## config.mk

```make
export PLATFORM = sky130hd
export DESIGN_NAME = einstein_kbd_matrix
export DESIGN_NICKNAME = d
export VERILOG_FILES = /design/src/rtl/einstein_kbd_pkg.sv /design/src/rtl/einstein_keymap.sv /design/src/rtl/einstein_kbd_matrix.sv
export SDC_FILE = /design/constraint.sdc
export NUM_CORES = 1
export LEC_CHECK = 0
export BUFFER_PORTS_ARGS = -buffer_cell sky130_fd_sc_hd__buf_2
export CORE_MARGIN = 5
export CORE_UTILIZATION = 60
export CTS_CLUSTER_DIAMETER = 120
export DETAILED_ROUTE_END_ITERATION = 10
export MAX_ROUTING_LAYER = met4
export PLACE_DENSITY_LB_ADDON = 0.08
export SYNTH_ARGS = -nofsm -noshare
export SYNTH_HDL_FRONTEND = slang
export SYNTH_SLANG_ARGS = --single-unit
```

## constraint.sdc

```tcl
create_clock -name clk_sys -period 4 [get_ports clk_sys]
set_input_delay 0 -clock clk_sys [delete_from_list [all_inputs] [get_ports clk_sys]]
set_output_delay 0 -clock clk_sys [all_outputs]
set_load 0.01 [all_outputs]
```

## src/rtl/einstein_kbd_pkg.sv

```systemverilog
// Shared types and constants for the Einstein keyboard responder.
// Covers the prefix decoder states, the scancode constants and the keymap entry format.
package einstein_kbd_pkg;

   typedef enum logic [2:0] {
      ST_IDLE,
      ST_EXT,
      ST_BRK,
      ST_EXT_BRK,
      ST_PAUSE
   } kbd_state_t;

   localparam logic [7:0] PFX_EXT     = 8'hE0;
   localparam logic [7:0] PFX_BRK     = 8'hF0;
   localparam logic [7:0] PFX_PAUSE   = 8'hE1;
   localparam logic [7:0] CODE_BAT    = 8'hAA;
   localparam logic [7:0] CODE_ERR_FF = 8'hFF;
   localparam logic [7:0] CODE_ERR_00 = 8'h00;

   // The right ctrl and right alt keys share a code with the left key and differ only by E0
   localparam logic [7:0] SC_LSHIFT = 8'h12;
   localparam logic [7:0] SC_RSHIFT = 8'h59;
   localparam logic [7:0] SC_CTRL   = 8'h14;
   localparam logic [7:0] SC_ALT    = 8'h11;

   typedef struct packed {
      logic       hit;
      logic [2:0] row;
      logic [2:0] col;
   } keymap_entry_t;

   typedef struct packed {
      logic lshift;
      logic rshift;
      logic lctrl;
      logic rctrl;
      logic lalt;
      logic ralt;
   } mod_flags_t;

   localparam keymap_entry_t KM_MISS = '{hit: 1'b0, row: 3'd0, col: 3'd0};

   function automatic keymap_entry_t km(input logic [2:0] row, input logic [2:0] col);
      keymap_entry_t e;
      e.hit = 1'b1;
      e.row = row;
      e.col = col;
      return e;
   endfunction

endpackage

```

## src/rtl/einstein_keymap.sv

```systemverilog
// Combinational ROM from a set-2 scancode, qualified by the E0 prefix, to the Einstein key matrix.
// The lookup misses (hit=0) for any code that has no key on the Einstein keyboard.
module einstein_keymap
   import einstein_kbd_pkg::*;
(
   input  logic          ext,
   input  logic [7:0]    code,
   output keymap_entry_t entry
);

   always_comb begin
      entry = KM_MISS;
      case ({ext, code})
         9'h016: entry = km(3'd0, 3'd0);
         9'h01E: entry = km(3'd0, 3'd1);
         9'h026: entry = km(3'd0, 3'd2);
         9'h025: entry = km(3'd0, 3'd3);
         9'h02E: entry = km(3'd0, 3'd4);
         9'h029: entry = km(3'd0, 3'd5);
         9'h00D: entry = km(3'd0, 3'd6);
         9'h076: entry = km(3'd0, 3'd7);

         9'h015: entry = km(3'd1, 3'd0);
         9'h01D: entry = km(3'd1, 3'd1);
         9'h024: entry = km(3'd1, 3'd2);
         9'h02D: entry = km(3'd1, 3'd3);
         9'h02C: entry = km(3'd1, 3'd4);
         9'h036: entry = km(3'd1, 3'd5);
         9'h03D: entry = km(3'd1, 3'd6);
         9'h03E: entry = km(3'd1, 3'd7);

         9'h01A: entry = km(3'd2, 3'd0);
         9'h01C: entry = km(3'd2, 3'd1);
         9'h01B: entry = km(3'd2, 3'd2);
         9'h023: entry = km(3'd2, 3'd3);
         9'h02B: entry = km(3'd2, 3'd4);
         9'h034: entry = km(3'd2, 3'd5);
         9'h046: entry = km(3'd2, 3'd6);
         9'h045: entry = km(3'd2, 3'd7);

         9'h022: entry = km(3'd3, 3'd0);
         9'h021: entry = km(3'd3, 3'd1);
         9'h02A: entry = km(3'd3, 3'd2);
         9'h032: entry = km(3'd3, 3'd3);
         9'h033: entry = km(3'd3, 3'd4);
         9'h035: entry = km(3'd3, 3'd5);
         9'h03C: entry = km(3'd3, 3'd6);
         9'h043: entry = km(3'd3, 3'd7);

         9'h031: entry = km(3'd4, 3'd0);
         9'h03A: entry = km(3'd4, 3'd1);
         9'h03B: entry = km(3'd4, 3'd2);
         9'h042: entry = km(3'd4, 3'd3);
         9'h044: entry = km(3'd4, 3'd4);
         9'h04D: entry = km(3'd4, 3'd5);
         9'h04B: entry = km(3'd4, 3'd6);
         9'h04C: entry = km(3'd4, 3'd7);

         9'h041: entry = km(3'd5, 3'd0);
         9'h049: entry = km(3'd5, 3'd1);
         9'h04A: entry = km(3'd5, 3'd2);
         9'h04E: entry = km(3'd5, 3'd3);
         9'h055: entry = km(3'd5, 3'd4);
         9'h054: entry = km(3'd5, 3'd5);
         9'h05B: entry = km(3'd5, 3'd6);
         9'h052: entry = km(3'd5, 3'd7);

         9'h05A: entry = km(3'd6, 3'd0);
         9'h066: entry = km(3'd6, 3'd1);
         9'h05D: entry = km(3'd6, 3'd2);
         9'h00E: entry = km(3'd6, 3'd3);
         9'h005: entry = km(3'd6, 3'd4);
         9'h006: entry = km(3'd6, 3'd5);
         9'h004: entry = km(3'd6, 3'd6);
         9'h00C: entry = km(3'd6, 3'd7);

         // Cursor and editing cluster lives on the E0 page
         9'h16B: entry = km(3'd7, 3'd0);
         9'h174: entry = km(3'd7, 3'd1);
         9'h172: entry = km(3'd7, 3'd2);
         9'h175: entry = km(3'd7, 3'd3);
         9'h170: entry = km(3'd7, 3'd4);
         9'h171: entry = km(3'd7, 3'd5);
         9'h16C: entry = km(3'd7, 3'd6);
         9'h15A: entry = km(3'd7, 3'd7);
         default: entry = KM_MISS;
      endcase
   end

endmodule

```

## src/rtl/einstein_kbd_matrix.sv

```systemverilog
// PS/2 set-2 byte stream to Einstein 8x8 key matrix, answering PSG row strobes with column data.
// Also drives the shift/ctrl/graph status lines and the kb_down level for the interrupt logic.
module einstein_kbd_matrix
   import einstein_kbd_pkg::*;
#(
   parameter int unsigned TIMEOUT_CYC = 1600000,
   parameter int unsigned PAUSE_LEN   = 7
) (
   input  logic       clk_sys,
   input  logic       reset,
   input  logic       ps2_valid,
   input  logic [7:0] ps2_data,
   input  logic [7:0] kb_row,
   output logic [7:0] kb_col,
   output logic       kb_shift,
   output logic       kb_ctrl,
   output logic       kb_graph,
   output logic       kb_down,
   output logic       code_err
);

   localparam int TW = (TIMEOUT_CYC > 1) ? $clog2(TIMEOUT_CYC) : 1;
   localparam int SW = $clog2(PAUSE_LEN + 1);

   kbd_state_t    state_q, state_d;
   logic [SW-1:0] skip_q, skip_d;
   logic [TW-1:0] timeout_q, timeout_d;
   logic [63:0]   key_q, key_d;
   mod_flags_t    mods_q, mods_d;
   logic [7:0]    kb_col_q, kb_col_d;
   logic          kb_shift_q, kb_shift_d;
   logic          kb_ctrl_q, kb_ctrl_d;
   logic          kb_graph_q, kb_graph_d;
   logic          kb_down_q, kb_down_d;
   logic          code_err_q, code_err_d;

   logic          ev_valid;
   logic          ev_make;
   logic          ev_ext;
   logic          clear_all;
   keymap_entry_t entry;

   einstein_keymap u_keymap (
      .ext   (ev_ext),
      .code  (ps2_data),
      .entry (entry)
   );

   // Prefix decoder: turns the byte stream into single make/break events on {ext, code}
   always_comb begin
      state_d   = state_q;
      skip_d    = skip_q;
      timeout_d = timeout_q;
      ev_valid  = 1'b0;
      ev_make   = 1'b0;
      ev_ext    = 1'b0;
      clear_all = 1'b0;
      if (ps2_valid) begin
         timeout_d = '0;
         unique case (state_q)
            ST_IDLE: begin
               case (ps2_data)
                  PFX_EXT:   state_d = ST_EXT;
                  PFX_BRK:   state_d = ST_BRK;
                  PFX_PAUSE: begin
                     state_d = ST_PAUSE;
                     skip_d  = SW'(PAUSE_LEN);
                  end
                  CODE_BAT, CODE_ERR_FF, CODE_ERR_00: clear_all = 1'b1;
                  default: begin
                     ev_valid = 1'b1;
                     ev_make  = 1'b1;
                  end
               endcase
            end
            ST_EXT: begin
               if (ps2_data == PFX_BRK) begin
                  state_d = ST_EXT_BRK;
               end else begin
                  ev_valid = 1'b1;
                  ev_make  = 1'b1;
                  ev_ext   = 1'b1;
                  state_d  = ST_IDLE;
               end
            end
            ST_BRK: begin
               ev_valid = 1'b1;
               state_d  = ST_IDLE;
            end
            ST_EXT_BRK: begin
               ev_valid = 1'b1;
               ev_ext   = 1'b1;
               state_d  = ST_IDLE;
            end
            ST_PAUSE: begin
               if (skip_q <= SW'(1)) begin
                  skip_d  = '0;
                  state_d = ST_IDLE;
               end else begin
                  skip_d = skip_q - 1'b1;
               end
            end
            default: state_d = ST_IDLE;
         endcase
      end else if (state_q != ST_IDLE) begin
         // A stalled prefix is dropped without touching the matrix
         if (timeout_q == TW'(TIMEOUT_CYC - 1)) begin
            timeout_d = '0;
            skip_d    = '0;
            state_d   = ST_IDLE;
         end else begin
            timeout_d = timeout_q + 1'b1;
         end
      end
   end

   // Modifiers are steered to flags; everything else goes through the keymap
   always_comb begin
      key_d      = key_q;
      mods_d     = mods_q;
      code_err_d = 1'b0;
      if (clear_all) begin
         key_d  = '0;
         mods_d = '0;
      end else if (ev_valid) begin
         case ({ev_ext, ps2_data})
            {1'b0, SC_LSHIFT}: mods_d.lshift = ev_make;
            {1'b0, SC_RSHIFT}: mods_d.rshift = ev_make;
            {1'b0, SC_CTRL}:   mods_d.lctrl  = ev_make;
            {1'b1, SC_CTRL}:   mods_d.rctrl  = ev_make;
            {1'b0, SC_ALT}:    mods_d.lalt   = ev_make;
            {1'b1, SC_ALT}:    mods_d.ralt   = ev_make;
            default: begin
               if (entry.hit) begin
                  key_d[{entry.row, entry.col}] = ev_make;
               end else begin
                  code_err_d = 1'b1;
               end
            end
         endcase
      end
   end

   // Several selected rows combine as a wired-AND on the column lines
   always_comb begin
      kb_col_d = 8'hFF;
      for (int r = 0; r < 8; r++) begin
         if (!kb_row[r]) begin
            kb_col_d = kb_col_d & ~key_q[r*8 +: 8];
         end
      end
      kb_shift_d = ~(mods_q.lshift | mods_q.rshift);
      kb_ctrl_d  = ~(mods_q.lctrl | mods_q.rctrl);
      kb_graph_d = ~(mods_q.lalt | mods_q.ralt);
      kb_down_d  = |key_q;
   end

   always_ff @(posedge clk_sys or posedge reset) begin
      if (reset) begin
         state_q    <= ST_IDLE;
         skip_q     <= '0;
         timeout_q  <= '0;
         key_q      <= '0;
         mods_q     <= '0;
         kb_col_q   <= 8'hFF;
         kb_shift_q <= 1'b1;
         kb_ctrl_q  <= 1'b1;
         kb_graph_q <= 1'b1;
         kb_down_q  <= 1'b0;
         code_err_q <= 1'b0;
      end else begin
         state_q    <= state_d;
         skip_q     <= skip_d;
         timeout_q  <= timeout_d;
         key_q      <= key_d;
         mods_q     <= mods_d;
         kb_col_q   <= kb_col_d;
         kb_shift_q <= kb_shift_d;
         kb_ctrl_q  <= kb_ctrl_d;
         kb_graph_q <= kb_graph_d;
         kb_down_q  <= kb_down_d;
         code_err_q <= code_err_d;
      end
   end

   assign kb_col   = kb_col_q;
   assign kb_shift = kb_shift_q;
   assign kb_ctrl  = kb_ctrl_q;
   assign kb_graph = kb_graph_q;
   assign kb_down  = kb_down_q;
   assign code_err = code_err_q;

endmodule

```

Yosys cells after proc, flatten, opt, wreduce, memory -nomap -nowiden
Index checks and enable logic that the tools add are counted.

Register bits: 110. Input bits: 19. Output and inout bits: 13. Logic and storage cells: 208.

Add/subtract/negate cells: 2. Magnitude comparators: 3. Eq/ne operators: 85. Muxes and demuxes: 53. Bitwise operators: 21. Reduce and logical (&&, ||, !) cells: 28.

Operators by type and width (count): 7-bit case mux with 64 select lines (1); 64-bit 2-to-1 mux (4); 9-bit by 6-bit == test with 1-bit output, second input constant (23); 9-bit by 7-bit == test with 1-bit output, second input constant (21); 9-bit by 5-bit == test with 1-bit output, second input constant (10); 9-bit == test, second input constant (10); 64-bit bitwise mux (1); 8-bit 2-to-1 mux (8); 8-bit inverter (8); 64-bit OR reduction (1); 21-bit 2-to-1 mux (3); 8-bit bitwise AND (7); 8-bit == test, second input constant (5); 9-bit by 3-bit == test with 1-bit output, second input constant (3); 9-bit by 4-bit == test with 1-bit output, second input constant (3); 21-bit by 1-bit adder with 21-bit output, second input constant (1); 21-bit == test, second input constant (1); 3-bit 2-to-1 mux (7); 2-bit nonzero test (10); 1-bit 2-to-1 mux (19); 3-bit case mux with 3 select lines (2); 6-bit 2-to-1 mux (2); 2-bit AND reduction (6); 6-bit OR reduction (2); other kinds (27) (34).

Depth between registers and ports, before layout
Gate-level depths: netlist of run 1.

Depth after elaboration: 16. Gate-level depth with buffers: 12. Mapped depth without buffers: 7.

By module
A second synthesis of run 1 with hierarchy kept.

Cell total of the unflattened synthesis: 965. Area total of the unflattened synthesis: 8135.3 sq um.

By module, submodules not included: einstein_kbd_matrix (times used 1, cells each 765, area each 6906.6 sq um, seq. area each 2766.4 sq um); einstein_keymap (times used 1, cells each 200, area each 1228.7 sq um, seq. area each 0.0 sq um).

Worst setup path after synthesis of run 1
No wires, ideal clock.

Kind: flip-flop to flip-flop. From: register state_q[2]. To: register key_q[10]. Library setup time: 0.080 ns. Arrival: 2.218 ns. Data required time: 3.920 ns. Path slack: 1.702 ns. Cell stages (with the launch flop): 9. Path buffers: 1. Clock period less this slack: 2.298 ns. Path through: dfrtp_1 > nand2b_1 > nor2_1 > o211ai_1 > or3_1 > or3b_1 > buf_4 > nor4b_2 > mux2i_1.

Word-level cells in the longest chain between the ends: 14. Elaborated cells on any way between the ends: 99. Classes of those cells: order compare (2); eq/ne (74); mux (16); reduce/logical (7).

RTL lines: from (decl) (line einstein_kbd_matrix.sv:25) `kbd_state_t state_q, state_d;`; from (signal assigned) (line einstein_kbd_matrix.sv:172) `state_q <= state_d;`; 3-bit by 2-bit == test with 1-bit output / 3-bit by 1-bit == test with 1-bit output (equally long branches) (line einstein_kbd_matrix.sv:60) `unique case (state_q)`; 1-bit case mux with 2 select lines (line einstein_kbd_matrix.sv:60); 1-bit 2-to-1 mux (line einstein_kbd_matrix.sv:58) `if (ps2_valid) begin`; 9-bit == test (tied with other cells) (line einstein_keymap.sv:13) `case ({ext, code})`; 7-bit case mux with 64 select lines (line einstein_keymap.sv:13); 6-bit by 7-bit < comparator with 1-bit output (not written as such) / 6-bit by 1-bit >= comparator with 1-bit output (equally long branches) (line einstein_kbd_matrix.sv:135) `key_d[{entry.row, entry.col}] = ev_make;`; 1-bit logical AND (not written as such) (line einstein_kbd_matrix.sv:135); 1-bit 2-to-1 mux (not written as such) (line einstein_kbd_matrix.sv:135); 1-bit demux with 6-bit select (line einstein_kbd_matrix.sv:135); 64-bit bitwise mux (line einstein_kbd_matrix.sv:135); 64-bit 2-to-1 mux (line einstein_kbd_matrix.sv:134) `if (entry.hit) begin`; 64-bit 2-to-1 mux (line einstein_kbd_matrix.sv:126) `case ({ev_ext, ps2_data})`; 64-bit 2-to-1 mux (line einstein_kbd_matrix.sv:125) `end else if (ev_valid) begin`; 64-bit 2-to-1 mux (line einstein_kbd_matrix.sv:122) `if (clear_all) begin`; to (signal assigned) (line einstein_kbd_matrix.sv:175) `key_q <= key_d;`; to (decl) (line einstein_kbd_matrix.sv:28) `logic [63:0] key_q, key_d;`.

Several ways; a longest one is shown, not always the timed one. The select of a mux whose other input is x is not followed. A chain may end at the register's enable or synchronous reset.

Worst setup path after layout of run 1
From: register state_q[1]. To: register key_q[16].

The elaborated chain is that of the path after synthesis.

==> flow_metrics.py, run 1 <==
metrics = {
    "timing": {
        "timing.hold.ws_ns": 0.0292,
        "rsz0062_at_grt": "no",
        "maxSlewHeadroom": 0.298,
        "finalSetupTns_ns": 0,
        "max_freq_ghz": 0.332,
        "finalClockSkew_ns": 0.0103,
        "finalHoldViolations": 0,
        "min_period_ns": 3.01,
        "tightestPinTransition_ns": 1.05,
        "setup-violations-final": 0,
        "finalCritPeriodShare": 0.753,
        "drv_slew": 0,
    },
    "final_layout": {
        "regArea_um2": 2770,
        "antenna_cells": 0,
        "syn_to_final_growth_pct": 4.12,
        "finalNetCount": 870,
        "nFillCells": 1095,
        "utilization": 0.641,
        "multi_input_area_um2": 4350,
        "layout-drive-gt1-share": 0.157,
    },
    "cts": {
        "cts_tree": "yes",
        "clk_path_buf_depth": 2,
        "clock-sinks": 110,
        "clkLatencyLatePin_ns": 0.36,
        "cts_inserted_buffers": 9,
        "post-cts-setup-buffers": 0,
        "cts_root_buf": "clkbuf_16",
        "clkTransAtPathRegs_ns": 0.08,
        "cts_max_level": 3,
    },
    "die": {
        "dieWidth_um": 124,
        "initial_core_util": 0.616,
        "die_h_um": 124,
        "dieArea_um2": 15400,
        "rows": 41,
        "core_um2": 12700,
        "io_pins": 32,
    },
    "critical_path": {
        "crit_path_cell_trace": "o311a_4 -> a211oi_2 -> a22o_1 -> buf_4 -> nand4_1 -> mux2i_1",
        "arrival_ns": 3.23,
        "path_buf_inv": 1,
        "critical_path.startpoint_type": "register",
        "crit_required_ns": 4.21,
        "crit_fanout": 20,
        "critPathKind": "register to register",
        "max_stage_delay_ns": 0.85,
        "critPathSlowestCell": "a22o_1",
        "end_kind": "register",
        "critPathTopFamily": "compound AO/OA/AOI/OAI gates",
    },
    "place": {
        "gp_congestion": 0.942,
        "port_buffers": 31,
        "hpwl_um": 14300,
    },
    "run": {
        "cap_violations": 0,
    },
    "pwr": {
        "cellPowerDensity_nw_per_um2": 315,
        "vdd_drop_max_mv": 0.221,
        "power.leakage_uw": 0.00312,
    },
    "logic_synthesis": {
        "synth_async_sr_flop_share": 1.00,
        "synth_edf_count": 0,
        "ys_types": 91,
        "synthCells": 873,
        "ys_seq_area_frac": 0.353,
        "ys_ff_latch": 110,
        "synth_top_flop_cell": "dfrtp_1",
        "syn-mean-instance-area_um2": 8.97,
        "syn_area_um2": 7830,
        "syn_nets": 895,
        "synth_warnings": 0,
    },
    "detailed_routing": {
        "wl_per_cell_um": 20.8,
        "viasPerCell": 6.70,
        "drtIter0Drc": 759,
        "num_vias": 6864,
        "drc": 0,
        "drt_first_pass_iters": 6,
        "wirelength_um": 21300,
        "antenna_left": 0,
    },
    "grt": {
        "grt_max_degree": 87,
        "grt_pass1_vias": 6557,
        "grt_usage": 0.278,
        "grt_pass1_wl_um": 34600,
        "antenna_found_initial": 0,
        "grt-ovfl-total": 0,
    },
    "min_path": {
        "hp-class": "input port to register",
    },
    "outcome": {
        "status": "finished, final reports clean",
    },
}
## timing repair
| action | 4_1_cts | 5_1_grt |
|---|---|---|
| resized for setup | 0 | 0 |
| hold buffers | 2 | 0 |
| endpoints found under the setup margin | 0 | 0 |
| hold endpoints to repair | 80 | 0 |
## through the flow
step           setup WS (ns)  power [µW]  instances  area, µm²
6_report               0.988        2570       1025       8150
4_1_cts                 1.04        2580       1025       8150
2_1_floorplan           1.12        1610        873       7830
3_5_place_dp           0.719        1730       1007       7870
5_1_grt                0.902        2680       1025       8150
3_3_place_gp           0.814        1710       1007       7870
## state kept, by name (all words and copies together), names as in the netlist
signal     flops
kb_shift       1
kb_down        1
state_q        3
skip_q         3
key_q         64
kb_ctrl        1
timeout_q     21
kb_col         8
mods_q         6
kb_graph       1
code_err       1
## power by group
part           internal (µW)  switching [µW]  total [µW]  leakage, µW
logic                    160             337         496      0.00152
registers               1180            42.1        1220      0.00148
clock network            428             417         846     0.000124
total                   1770             796        2570      0.00312
## synth_stat cells, types with 12 or more instances
cell type / number / area (µm²)
nor4_2: 31 / 388
buf_2: 24 / 120
inv_1: 74 / 278
nand3_1: 19 / 95.1
nand2b_1: 13 / 81.3
nor4_1: 29 / 181
xor2_1: 12 / 105
o22ai_1: 38 / 238
nor2_1: 44 / 165
o21ai_0: 20 / 100
clkbuf_1: 32 / 120
nand4_1: 35 / 219
nand2_1: 95 / 357
dfrtp_1: 99 / 2480
mux2i_1: 69 / 691
a21oi_1: 17 / 85.1
## worst min-delay path, delay by kind of cell
kind,cells,cell delay (ns)
simple gates,1,0.07
buf+inv,1,0.18
compound gates,1,0.13
## cells in the final DEF, fill, tap and decap left out, types with 5 or more instances in the layout
| master | netlist | layout |
|---|---|---|
| xor2_1 | 12 | 12 |
| mux2i_1 | 69 | 69 |
| nor3_1 | 6 | 6 |
| a21oi_1 | 17 | 17 |
| and3_1 | 5 | 5 |
| or2_2 | 6 | 6 |
| nor2_1 | 44 | 44 |
| nor3b_1 | 6 | 6 |
| nand4b_1 | 6 | 6 |
| dfstp_2 | 11 | 11 |
| nand2b_1 | 13 | 13 |
| o211ai_1 | 11 | 11 |
| buf_2 | 24 | 31 |
| or3_1 | 9 | 9 |
| nand2_1 | 95 | 94 |
| nand4_1 | 35 | 35 |
| inv_1 | 74 | 73 |
| nor4_1 | 29 | 29 |
| nor4b_2 | 7 | 7 |
| buf_4 | 9 | 10 |
| o21ai_0 | 20 | 20 |
| a31oi_1 | 5 | 5 |
| clkbuf_16 | 0 | 9 |
| o22ai_1 | 38 | 38 |
| nand3_1 | 19 | 18 |
| dfrtp_1 | 99 | 99 |
| nor2b_1 | 10 | 10 |
| nor4_2 | 31 | 31 |
## final timing paths
kind,cells past startpoint,to,startpoint,slack (ns)
max,6,key_q[16],state_q[1],0.99
min,3,kb_col[5],kb_row[4],0.03
max reg2reg,6,key_q[16],state_q[1],0.99
min reg2reg,1,kb_ctrl,mods_q[3],0.39
max in group asynchronous,4,kb_col[1],reset,2.56
min in group asynchronous,3,key_q[44],reset,0.42
## layout make-up
cell class / count / share of cell area
sequential: 110 / 0.339
clock buffer: 12 / 0.0290
tap: 172 / 0.0264
timing repair buffer: 44 / 0.0331
multi-input combinational: 609 / 0.534
inverter: 74 / 0.0344
clock inverter: 4 / 0.00399
## metal layers
layer | part of all wire | wire length, µm | track usage | vias up
li1 | - | - | - | 3150
met1 | 0.42 | 8910 | 0.352 | 3308
met2 | 0.48 | 10100 | 0.437 | 342
met3 | 0.069 | 1470 | 0.0600 | 64
met4 | 0.036 | 777 | 0.109 | 0
met5 | 0 | 0 | - | -
## logic make-up (layout without fill, tap and decap cells)
logic type / Yosys count / count (layout) / share of synthesized area
AND/OR/NAND/NOR: 370 / 370 / 0.303
buffers and inverters: 154 / 134 / 0.0919
multiplexers: 69 / 69 / 0.0882
adder cells (fa/ha/maj): 3 / 3 / 0.00479
AO/OA/AOI/OAI: 152 / 152 / 0.142
XOR/XNOR: 15 / 15 / 0.0168
flip-flops: 110 / 110 / 0.353
Note: power is estimated with default switching activity, not from simulation.
==> run 2: changes to the inputs <==
--- a/config.mk
+++ b/config.mk
@@ -7,7 +7,7 @@
 export LEC_CHECK = 0
 export BUFFER_PORTS_ARGS = -buffer_cell sky130_fd_sc_hd__buf_2
 export CORE_MARGIN = 5
-export CORE_UTILIZATION = 60
+export CORE_UTILIZATION = 57
 export CTS_CLUSTER_DIAMETER = 120
 export DETAILED_ROUTE_END_ITERATION = 10
 export MAX_ROUTING_LAYER = met4
==> constraint.sdc (replaced) <==
create_clock -name clk_sys -period 2.45 [get_ports clk_sys]
set_input_delay 0 -clock clk_sys [delete_from_list [all_inputs] [get_ports clk_sys]]
set_output_delay 0 -clock clk_sys [all_outputs]
set_load 0.01 [all_outputs]
==> run 2 against run 1 <==
Against the previous run:
- routed wire length rose by 12%
- final area rose by 14%
- first-iteration DRC count rose by 4.3%
- utilization rose by 5.5 points
- non-clock buffer count rose by 113
- sequential power rose by 64%
- critical path type unchanged
==> flow_metrics.py, run 2 (synthesis results as in run 1) <==
metrics = {
    "timing": {
        "finalClockSkew_ns": 0.0109,
        "tightestPinTransition_ns": 0.759,
        "finalHoldViolations": 0,
        "max_freq_ghz": 0.418,
        "maxSlewHeadroom": 0.489,
        "setup-violations-final": 0,
        "min_period_ns": 2.39,
        "finalCritPeriodShare": 0.977,
        "rsz0062_at_grt": "yes",
        "drv_slew": 0,
    },
    "die": {
        "core_um2": 13300,
        "die_h_um": 127,
        "initial_core_util": 0.587,
        "rows": 42,
        "io_pins": 32,
        "dieWidth_um": 127,
        "dieArea_um2": 16200,
    },
    "run": {
        "cap_violations": 0,
    },
    "final_layout": {
        "largest_reg_flops": 64,
        "finalNetCount": 983,
        "nFillCells": 1048,
        "utilization": 0.695,
        "final_cell_mix": "buf_4 (108), dfrtp_1 (98), nand2_1 (94)",
        "layout-drive-gt1-share": 0.264,
        "final_cells": 1142,
        "largest-register": "key_q",
        "syn_to_final_growth_pct": 18.5,
        "final_common_cell": "buf_4",
        "antenna_cells": 0,
    },
    "pwr": {
        "power.leakage_uw": 0.00376,
        "cellPowerDensity_nw_per_um2": 474,
        "power_switching_uw": 1370,
        "pwr-share-seq": 0.455,
        "power_frac_comb": 0.232,
        "vdd_drop_max_mv": 0.429,
        "power.share.clock": 0.313,
        "p_int_uw": 3030,
        "switching_share": 0.311,
    },
    "critical_path": {
        "end_kind": "register",
        "crit_fanout": 8,
        "timing.rr.end": "key_q[42]",
        "crit_required_ns": 2.73,
        "arrival_ns": 2.68,
        "critPathKind": "register to register",
        "r2r-start": "state_q[0]",
        "reg2reg_depth": 8,
        "r2r_setup_slack_ns": 0.06,
        "critical_path.startpoint_type": "register",
    },
    "detailed_routing": {
        "num_vias": 7499,
        "wirelength_um": 24000,
        "drtIter0Drc": 792,
        "drc": 0,
        "drt_first_pass_iters": 5,
        "viasPerCell": 6.57,
        "antenna_left": 0,
        "wl_per_cell_um": 21.0,
    },
    "grt": {
        "grt_pass1_wl_um": 38700,
        "antenna_found_initial": 0,
        "grt_usage": 0.303,
        "grt_max_degree": 66,
        "grt-ovfl-total": 0,
        "grt_pass1_vias": 7381,
    },
    "cts": {
        "cts_root_buf": "clkbuf_16",
        "clock-sinks": 110,
        "cts_inserted_buffers": 9,
        "cts_max_level": 3,
        "clkLatencyLatePin_ns": 0.36,
        "clk_path_buf_depth": 2,
        "cts_tree": "yes",
        "post-cts-setup-buffers": 0,
        "clkTransAtPathRegs_ns": 0.07,
    },
    "outcome": {
        "status": "finished, final reports clean",
    },
    "min_path": {
        "hold_start": "ps2_valid",
        "whs_endpoint": "timeout_q[4]",
        "worstHoldPathCells": 3,
        "hp-class": "input port to register",
    },
    "place": {
        "gp_congestion": 0.929,
        "placed_cells": 1125,
        "port_buffers": 31,
        "hpwl_um": 17600,
    },
}
## run 2: changes by cell type in the layout (fill, tap and decap cells not counted), moves of 2 or more
cell	change
buf_4	+98
buf_12	+16
nor4b_4	+3
clkinv_4	+2
nor4_4	+2
nor4b_2	-2
or3_1	-2
or3_4	+2
## run 2: layout make-up
cell class | instances | area (µm²) | share of cell area
clock buffer | 12 | 236 | 0.0255
timing repair buffer | 157 | 1320 | 0.142
inverter | 74 | 282 | 0.0303
tap | 176 | 220 | 0.0237
clock inverter | 4 | 33.8 | 0.00364
multi-input combinational | 609 | 4430 | 0.477
sequential | 110 | 2770 | 0.298
## run 2: metal layers
layer / global-route usage / share of wire / wire (µm)
met1: 0.382 / 0.40 / 9550
met2: 0.481 / 0.48 / 11600
met3: 0.0480 / 0.070 / 1670
met4: 0.140 / 0.048 / 1150
met5: - / 0 / 0
## run 2: power by group through the flow
| stage | Sequential, µW | Combinational, µW | Clock, µW |
|---|---|---|---|
| after floorplan | 2030 | 596 | 0 |
| final | 2000 | 1020 | 1380 |
| after CTS | 2000 | 997 | 1400 |
| after global placement | 2030 | 953 | 0 |
| after global routing | 2010 | 1100 | 1490 |
| after detailed placement | 2030 | 990 | 0 |
## run 2: worst max path at each step
stage | startpoint | end | slack (ns) | cells after the start
after floorplan | state_q[2] | key_q[10] | 0.15 | 8
after global placement | ps2_data[2] | key_q[40] | -0.21 | 11
after detailed placement | ps2_data[0] | key_q[40] | -0.18 | 9
after CTS | state_q[2] | key_q[12] | 0.02 | 8
after global routing | state_q[0] | key_q[42] | -0.06 | 8
final | state_q[0] | key_q[42] | 0.06 | 8
## run 2: stage by stage
| step | hold slack (ns) | setup slack [ns] | TNS (ns) | cell area (µm²) | power, µW |
|---|---|---|---|---|---|
| 6_report | 0.00964 | 0.0572 | 0 | 9280 | 4400 |
| 5_1_grt | 0.0200 | -0.0564 | -0.267 | 9280 | 4600 |
| 4_1_cts | 0.00139 | 0.0177 | 0 | 9220 | 4400 |
| 3_5_place_dp | 0.117 | -0.179 | -3.70 | 8930 | 3020 |
| 3_3_place_gp | 0.110 | -0.208 | -1.61 | 8930 | 2980 |
| 2_1_floorplan | 0.206 | 0.152 | 0 | 7840 | 2620 |
## run 2: worst max-delay path, stage by stage (launching register included)
cell and delay [ns]:
dfrtp_1 0.43, or2_2 0.18, a31oi_1 0.06, buf_4 0.16, nor3_2 0.50, nand3_2 0.31, buf_12 0.23, nor4b_2 0.24
mux2i_1 0.21
## run 2: repair_timing
action / 4_1_cts / 5_1_grt
gates resized for setup: 2 / 10
setup endpoints to repair: 2 / 20
hold buffers: 1 / 0
gates cloned: 0 / 0
endpoints found under the hold margin: 23 / 0
==> run 3: changes to the inputs <==
--- a/config.mk
+++ b/config.mk
@@ -11,7 +11,7 @@
 export CTS_CLUSTER_DIAMETER = 120
 export DETAILED_ROUTE_END_ITERATION = 10
 export MAX_ROUTING_LAYER = met4
-export PLACE_DENSITY_LB_ADDON = 0.08
+export PLACE_DENSITY = 0.83
 export SYNTH_ARGS = -nofsm -noshare
 export SYNTH_HDL_FRONTEND = slang
 export SYNTH_SLANG_ARGS = --single-unit
==> run 3 against run 2 <==
Against the previous run:
- final area decreased by 1.6%
- highest routed layer unchanged
- critical path depth unchanged
- combinational power decreased by 6%
- worst hold slack about the same
- maximum frequency about the same
- clock power increased by 3%
- first-iteration DRC count increased by 36%
- clock skew decreased by 0.0020 ns
- die area unchanged
- power decreased by 0.55%
- sequential power about the same
==> flow_metrics.py, run 3 (synthesis results as in run 1) <==
metrics = {
    "final_layout": {
        "largest-register": "key_q",
        "utilization": 0.684,
        "largest_reg_flops": 64,
        "syn_to_final_growth_pct": 16.6,
        "layout-drive-gt1-share": 0.260,
        "nFillCells": 1033,
        "finalNetCount": 979,
        "antenna_cells": 0,
        "final_common_cell": "buf_4",
        "final_cell_mix": "buf_4 (112), dfrtp_1 (98), nand2_1 (94)",
    },
    "detailed_routing": {
        "drt_first_pass_iters": 7,
        "wl_per_cell_um": 20.0,
        "drtIter0Drc": 1080,
        "antenna_left": 0,
        "wl_met3_um": 1890,
        "wl_met1_um": 9280,
        "met2_length_um": 10600,
        "num_vias": 7431,
        "wirelength_um": 22700,
        "drc": 0,
        "viasPerCell": 6.53,
        "top_layer": "met4",
    },
    "grt": {
        "grt_pass1_vias": 7193,
        "grt_pass1_wl_um": 37500,
        "grt_usage": 0.293,
        "grt-ovfl-total": 0,
        "antenna_found_initial": 0,
        "grt_max_degree": 87,
    },
    "cts": {
        "cts_tree": "yes",
        "cts_max_level": 3,
        "clock-sinks": 110,
        "cts_root_buf": "clkbuf_16",
        "clkLatencyLatePin_ns": 0.35,
        "clkTransAtPathRegs_ns": 0.08,
        "cts_inserted_buffers": 9,
        "post-cts-setup-buffers": 0,
        "clk_path_buf_depth": 2,
    },
    "critical_path": {
        "crit_fanout": 19,
        "end_kind": "register",
        "crit_required_ns": 2.73,
        "critical_path.startpoint_type": "register",
        "critPathSlowestCell": "dfrtp_2",
        "critPathKind": "register to register",
        "arrival_ns": 2.68,
        "r2r_setup_slack_ns": 0.06,
        "crit_path_cell_trace": "o311a_4 -> nor2_2 -> and4b_2 -> a21boi_4 -> buf_12 -> nor4_2 -> buf_4 -> mux2i_1",
        "max_stage_delay_ns": 0.46,
    },
    "run": {
        "cap_violations": 0,
    },
    "timing": {
        "max_freq_ghz": 0.418,
        "finalClockSkew_ns": 0.00890,
        "rsz0062_at_grt": "yes",
        "tightestPinTransition_ns": 0.655,
        "setup-violations-final": 0,
        "finalHoldViolations": 0,
        "drv_slew": 0,
        "finalCritPeriodShare": 0.977,
        "finalSetupTns_ns": 0,
        "maxSlewHeadroom": 0.564,
        "min_period_ns": 2.39,
        "setup_ws_ns": 0.0566,
    },
    "pwr": {
        "power.leakage_uw": 0.00371,
        "total_power_uw": 4380,
        "vdd_drop_max_mv": 0.437,
        "cellPowerDensity_nw_per_um2": 479,
    },
    "die": {
        "io_pins": 32,
        "core_um2": 13300,
        "rows": 42,
        "die_h_um": 127,
        "initial_core_util": 0.587,
        "dieWidth_um": 127,
        "dieArea_um2": 16200,
    },
    "place": {
        "port_buffers": 31,
        "hpwl_um": 16100,
        "gp_congestion": 0.964,
        "pre_cts_ws_ns": -0.138,
    },
    "min_path": {
        "hp-class": "input port to register",
    },
    "outcome": {
        "status": "finished, final reports clean",
    },
}
## run 3: timing repair
action / 4_1_cts / 5_1_grt
setup endpoints to repair: 1 / 24
pin swaps: 0 / 0
hold endpoints to repair: 23 / 0
hold buffers: 1 / 0
resized for setup: 1 / 7
## run 3: critical path, delay by kind of cell (launching register included)
kind | cells | cell delay [ns]
buffers and inverters | 2 | 0.36
DFF | 1 | 0.46
muxes | 1 | 0.17
and+or+nand+nor | 3 | 0.80
AOI/OAI and AO/OA | 2 | 0.52
## run 3: where the power goes
part / leakage (µW) / internal (µW) / switching [µW]
clock network: 0.000128 / 707 / 710
registers: 0.00148 / 1930 / 70.4
logic: 0.00210 / 376 / 583
total: 0.00371 / 3010 / 1360
## run 3: layer usage
metal  global-route usage  up-vias
met1                0.384     3545
li1                     -     3369
met5                    -        -
met4                0.125        0
met2                0.450      430
met3               0.0513       87
## run 3: final cells by class
class	instances	area (µm²)	area share
Multi-Input combinational cell	609	4390	0.481
Clock inverter	6	56.3	0.00616
Sequential cell	110	2770	0.303
Clock buffer	10	229	0.0251
Tap cell	176	220	0.0241
Inverter	74	282	0.0308
Timing Repair Buffer	153	1190	0.130
## run 3: final timing paths
path / from / cells past startpoint / to
setup / recovery: state_q[1] / 8 / key_q[11]
hold / removal: ps2_valid / 3 / timeout_q[6]
setup reg to reg: state_q[1] / 8 / key_q[11]
hold reg to reg: mods_q[3] / 1 / kb_ctrl
max in group asynchronous: reset / 4 / kb_col[4]
min in group asynchronous: reset / 3 / timeout_q[17]
## run 3: metrics by stage
step,hold slack [ns],area (µm²),cells
floorplan,0.206,7840,873
global placement,0.0768,8800,1121
detailed placement,0.0812,8800,1121
CTS,0.00897,9090,1138
global route,0.0138,9130,1138
finish,0.0101,9130,1138
